<file path="src/rtl/game_layer_compositor.sv">
// Sprite layer compositor: fixed-priority merge over a background, 2-stage pipeline,
// per-frame collision flag and a blinking end-of-game overlay.
module game_layer_compositor #(
  parameter int unsigned N_SPRITES    = 8,
  parameter int unsigned RGB_W        = 3,
  parameter int unsigned END_FRAMES   = 120,
  parameter int unsigned BLINK_FRAMES = 8
) (
  input  logic                         clk,
  input  logic                         rst,
  input  logic                         i_pix_valid,
  input  logic                         i_frame_start,
  input  logic [N_SPRITES-1:0]         i_spr_en,
  input  logic [N_SPRITES*RGB_W-1:0]   i_spr_rgb,
  input  logic [N_SPRITES-1:0]         i_layer_mask,
  input  logic [RGB_W-1:0]             i_bg_rgb,
  input  logic                         i_end_start,
  input  logic                         i_game_won,
  input  logic                         i_random,
  output logic [RGB_W-1:0]             o_rgb,
  output logic                         o_rgb_valid,
  output logic                         o_collision,
  output logic                         o_end_busy
);

  localparam int unsigned FCNT_W = $clog2(END_FRAMES + 1);
  localparam int unsigned BCNT_W = $clog2(BLINK_FRAMES + 1);

  typedef enum logic {ST_IDLE, ST_FLASH} state_t;

  logic [N_SPRITES-1:0] w_vis;
  logic [RGB_W-1:0]     w_win_rgb;
  logic                 w_multi;
  logic [RGB_W-1:0]     r_s1_rgb;
  logic                 r_s1_any;
  logic                 r_s1_multi;
  logic                 r_s1_valid;
  logic                 w_s1_hit;
  logic                 r_sticky;

  state_t               r_state, w_state_nxt;
  logic [FCNT_W-1:0]    r_fcnt, w_fcnt_nxt;
  logic [BCNT_W-1:0]    r_bcnt, w_bcnt_nxt;
  logic                 r_phase, w_phase_nxt;
  logic                 r_won, w_won_nxt;
  logic                 w_ovl_on;
  logic [RGB_W-1:0]     w_ovl_rgb;

  assign w_vis   = i_spr_en & i_layer_mask;
  // At least two bits set: clearing the lowest set bit leaves something behind.
  assign w_multi = |(w_vis & (w_vis - N_SPRITES'(1)));

  // Highest-priority (lowest index) visible layer, else background.
  always_comb begin
    w_win_rgb = i_bg_rgb;
    for (int i = int'(N_SPRITES) - 1; i >= 0; i--) begin
      if (w_vis[i]) w_win_rgb = i_spr_rgb[i*RGB_W +: RGB_W];
    end
  end

  always_ff @(posedge clk or posedge rst) begin
    if (rst) begin
      r_s1_rgb   <= '0;
      r_s1_any   <= 1'b0;
      r_s1_multi <= 1'b0;
      r_s1_valid <= 1'b0;
    end else begin
      r_s1_rgb   <= w_win_rgb;
      r_s1_any   <= |w_vis;
      r_s1_multi <= w_multi;
      r_s1_valid <= i_pix_valid;
    end
  end

  assign w_s1_hit = r_s1_valid & r_s1_any & r_s1_multi;

  // Collision accumulates over a frame and is published at the next frame start.
  always_ff @(posedge clk or posedge rst) begin
    if (rst) begin
      r_sticky    <= 1'b0;
      o_collision <= 1'b0;
    end else if (i_frame_start) begin
      o_collision <= r_sticky | w_s1_hit;
      r_sticky    <= 1'b0;
    end else if (w_s1_hit) begin
      r_sticky    <= 1'b1;
    end
  end

  always_ff @(posedge clk or posedge rst) begin
    if (rst) begin
      r_state    <= ST_IDLE;
      r_fcnt     <= '0;
      r_bcnt     <= '0;
      r_phase    <= 1'b0;
      r_won      <= 1'b0;
      o_end_busy <= 1'b0;
    end else begin
      r_state    <= w_state_nxt;
      r_fcnt     <= w_fcnt_nxt;
      r_bcnt     <= w_bcnt_nxt;
      r_phase    <= w_phase_nxt;
      r_won      <= w_won_nxt;
      o_end_busy <= (w_state_nxt == ST_FLASH);
    end
  end

  // end_start takes precedence over frame counting, including a coincident frame_start.
  always_comb begin
    w_state_nxt = r_state;
    w_fcnt_nxt  = r_fcnt;
    w_bcnt_nxt  = r_bcnt;
    w_phase_nxt = r_phase;
    w_won_nxt   = r_won;
    if (i_end_start) begin
      w_state_nxt = ST_FLASH;
      w_won_nxt   = i_game_won;
      w_fcnt_nxt  = '0;
      w_bcnt_nxt  = '0;
      w_phase_nxt = 1'b1;
    end else if ((r_state == ST_FLASH) && i_frame_start) begin
      if (r_fcnt == FCNT_W'(END_FRAMES - 1)) begin
        w_state_nxt = ST_IDLE;
        w_phase_nxt = 1'b0;
      end else begin
        w_fcnt_nxt = r_fcnt + FCNT_W'(1);
        if (r_bcnt == BCNT_W'(BLINK_FRAMES - 1)) begin
          w_phase_nxt = ~r_phase;
          w_bcnt_nxt  = '0;
        end else begin
          w_bcnt_nxt = r_bcnt + BCNT_W'(1);
        end
      end
    end
  end

  assign w_ovl_on = (r_state == ST_FLASH) & r_phase;

  always_comb begin
    w_ovl_rgb            = '0;
    w_ovl_rgb[RGB_W-1]   = 1'b1;
    w_ovl_rgb[RGB_W-2]   = ~r_won;
    w_ovl_rgb[RGB_W-3]   = i_random;
  end

  always_ff @(posedge clk or posedge rst) begin
    if (rst) begin
      o_rgb       <= '0;
      o_rgb_valid <= 1'b0;
    end else begin
      o_rgb_valid <= r_s1_valid;
      if (!r_s1_valid)   o_rgb <= '0;
      else if (w_ovl_on) o_rgb <= w_ovl_rgb;
      else               o_rgb <= r_s1_rgb;
    end
  end

endmodule

</file>
<file path="config.mk">
export PLATFORM = sky130hd
export DESIGN_NAME = game_layer_compositor
export DESIGN_NICKNAME = d
export VERILOG_FILES = /design/src/rtl/game_layer_compositor.sv
export SDC_FILE = /design/constraint.sdc
export NUM_CORES = 1
export LEC_CHECK = 0
export CAP_MARGIN = 20
export CORE_AREA = 8 8 70 72
export DETAILED_ROUTE_END_ITERATION = 7
export DIE_AREA = 0 0 78 80
export PLACE_DENSITY = 0.7
export SYNTH_ARGS = -nofsm -noshare
export SYNTH_HDL_FRONTEND = slang
export SYNTH_SLANG_ARGS = --single-unit
export TNS_END_PERCENT = 100
</file>
<file path="constraint.sdc">
create_clock -name clk -period 1.7 [get_ports clk]
set_clock_uncertainty 0.2 [all_clocks]
set_input_delay 0.255 -clock clk [delete_from_list [all_inputs] [get_ports clk]]
set_output_delay 0.255 -clock clk [all_outputs]
set_load 0.05 [all_outputs]
</file>
==> run_results.csv <==
group,metric,value,unit
detailed_routing,vias,1459,
logic_synthesis,syn_area_per_cell,9.26,um^2
worst_setup_path,crit_chain,"ha_4 > nand3_4 > o21ai_4 > buf_4 > nor4_1 > a211o_1",
logic_synthesis,yosys_warnings,0,
sta,rsz0062_at_grt,"true",
logic_synthesis,syn_inst,153,
sta,setup_tns,0,ps
worst_setup_path,start_kind,"flip-flop",
die,die-area,6240,um^2
worst_setup_path,critPathRequiredTime,1660,ps
sta,fin_crit_sh,95.9,%
worst_setup_path,reg2reg_depth,6,
finish,fin_nets,292,
power,power.density,626,nW/um^2
grt,met2_usage,20.6,%
grt,grt_util_met3,2.59,%
logic_synthesis,syn_nets,205,
detailed_routing,via_per_inst,5.05,
worst_setup_path,arrival,1590,ps
die,rows,23,
clocking,clock_latency,270,ps
place,dpl.hpwl,3290,um
finish,register_area,652,um^2
finish,antenna_cells,0,
logic_synthesis,synth_edf_count,0,
logic_synthesis,synthTopCellsByCount,"dfrtp_1, nor2_1, nand2_1, o21ai_0, a21oi_1",
logic_synthesis,ys_types,34,
logic_synthesis,yosysTopAreaCell,"dfrtp_1",
finish,layout-drive-gt1-share,20.1,%
detailed_routing,first_iter_violations,43,
finish,stdcell_area,2330,um^2
logic_synthesis,async_flop_share,100,%
logic_synthesis,synthDominantCellAreaShare,45.9,%
die,initial_core_util,36.7,%
finish,fillers,345,
worst_setup_path,cp_slowest_cell,"dfrtp_1",
clocking,cts_sinks,26,
sta,relSlewSlack,78.5,%
grt,antenna_found_initial,0,
place,gp_congestion,0.816,
sta,fin_crit,1630,ps
grt,grt_pass1_wl,6700,um
die,core,3860,um^2
place,place_ws,-192,ps
die,die_w,78,um
grt,grt-busiest-layer,"met2",
sta,worst_slew_pin_slew,322,ps
worst_setup_path,endpoint_kind,"flip-flop",
outcome,status,"complete, no violations",
finish,multiInputGateArea,776,um^2
logic_synthesis,ys_seq_area_share,45.9,%
detailed_routing,ant_nets,0,
grt,track_usage,12.9,%
hold_path,hp-class,"in2async",
detailed_routing,wire_per_inst,13.8,um
clocking,cts_buffers,3,
worst_setup_path,path_max_fanout,6,
grt,grt_pass1_vias,1463,
grt,grt_start_max_net_pins,27,
sta,hold_violations,0,
place,port_buffers,55,
logic_synthesis,netlist_area,1420,um^2
logic_synthesis,ys.flop_type,"dfrtp_1",
flow_run,drv_cap,0,
worst_setup_path,criticalPathCategory,"reg2reg",
sta,setup_violations,0,
power,p_leak,1.04,nW
die,io_pins,56,
sta,fmax,0.613,GHz
finish,area_delta_synth_final,64.6,%
die,dieHeight,80,um
grt,use_met1,16.5,%
detailed_routing,wirelength,4000,um
clocking,clockBufferDepth,2,
logic_synthesis,yosysMostFrequentCell,"dfrtp_1",
clocking,clkTransAtPathRegs,90,ps
worst_setup_path,cpPeakStageDelay,400,ps
grt,grt_overflow_total,0,
clocking,tritoncts,"built",
detailed_routing,drc,0,
logic_synthesis,netlist_top_cells_area,"dfrtp_1, nor2_1, o21ai_0",
logic_synthesis,ys_ff_latch,26,
place,placed_area,2230,um^2
clocking,clockRootBuffer,"clkbuf_8",
sta,slew_viol_final,0,
sta,hold-worst-slack,134,ps
detailed_routing,first_pass_iters,4,
power,max-vdd-ir-drop,280,uV
clocking,htree_num_levels,1,
sta,fin_ws,69.6,ps
-- worst paths after layout --
kind | from | end | slack [ps]
worst max-delay path | r_fcnt[0]$_DFFE_PP0P_ | r_phase$_DFFE_PP0P_ | 70
worst min-delay path | rst | r_bcnt[2]$_DFFE_PP0P_ | 130
max in group asynchronous | rst | r_state$_DFFE_PP0P_ | 900
worst min register to register | r_s1_valid$_DFF_PP0_ | o_rgb_valid$_DFF_PP0_ | 260
min in group clk | i_pix_valid | r_s1_valid$_DFF_PP0_ | 240
worst max register to register | r_fcnt[0]$_DFFE_PP0P_ | r_phase$_DFFE_PP0P_ | 70
-- worst max-delay path: cells and delay by family, from the launching register on --
| kind | cells | cell delay (ps) |
|---|---|---|
| simple gates | 2 | 160 |
| buf+inv | 1 | 150 |
| compound gates | 2 | 440 |
| fa+ha+maj | 1 | 180 |
| flops | 1 | 400 |
-- registers in the layout, indices dropped and copies added, names as in the netlist --
register and count:
o_collision 1, o_rgb 3, o_rgb_valid 1, r_bcnt 4, r_fcnt 7, r_phase 1
r_s1_any 1, r_s1_multi 1, r_s1_rgb 3, r_s1_valid 1, r_state 1, r_sticky 1
r_won 1
-- cells by family (layout without fill, tap and decap cells) --
group / Yosys count / in the layout / share of synthesized area, %
AND/OR/NAND/NOR: 68 / 68 / 23.9
adder cells (fa/ha/maj): 2 / 2 / 1.77
multiplexers: 4 / 4 / 2.92
buffers and inverters: 4 / 90 / 1.59
flip-flops: 26 / 26 / 45.9
AO/OA/AOI/OAI: 43 / 43 / 20.1
XOR/XNOR: 6 / 6 / 3.71
-- where the power goes --
part	internal (W)	leakage, nW	switching [W]
Clock	0.000207	0.0288	0.000183
Sequential	0.000657	0.320	0.0000223
Combinational	0.000225	0.689	0.000166
Total	0.00109	1.04	0.000371
-- layout by cell type (no fill, tap or decap), types with 2 or more instances in the layout --
cell             count
nor2_1              23
a211o_1              2
a211oi_1             3
xor2_1               5
nand3_1              5
and3_1               5
a221o_1              2
a21oi_1              7
nor4_1               3
a221oi_1             2
and2_1               3
nand4_1              5
clkdlybuf4s50_1     49
o21ai_0             12
mux2i_1              3
buf_4               33
nor3_1               2
inv_1                2
o211ai_1             4
or3_1                2
clkbuf_8             4
dfrtp_1             25
buf_12               2
a31oi_1              5
nand2_1             15
-- through the flow --
step | power [W] | util [%] | instances
floorplan | 0.000839 | - | 153
global placement | 0.00106 | 57.9 | 283
detailed placement | 0.00107 | 57.9 | 283
CTS | 0.00146 | 59.3 | 287
global route | 0.00153 | 60.4 | 289
finish | 0.00146 | 60.4 | 289
-- final cells by class --
class	count	area share [%]
flip-flops and latches	26	28.0
repair buffers	84	33.4
well taps	50	2.68
clock buffers	4	2.36
inverters	2	0.322
multi-input cells	123	33.3
-- per-layer routing --
| layer | vias to the layer above | part of all wire (%) |
|---|---|---|
| met5 | - | 0 |
| met4 | 0 | 1.8 |
| met3 | 6 | 4.2 |
| met2 | 33 | 48 |
| met1 | 674 | 46 |
| li1 | 746 | - |
-- timing repair --
| item | CTS | global route |
|---|---|---|
| pin swaps | 0 | 3 |
| endpoints found under the setup margin | 2 | 6 |
| hold buffers | 0 | 0 |
| gates resized for setup | 1 | 5 |
| buffers inserted | 0 | 2 |
Power figures use the tool's default switching activity.
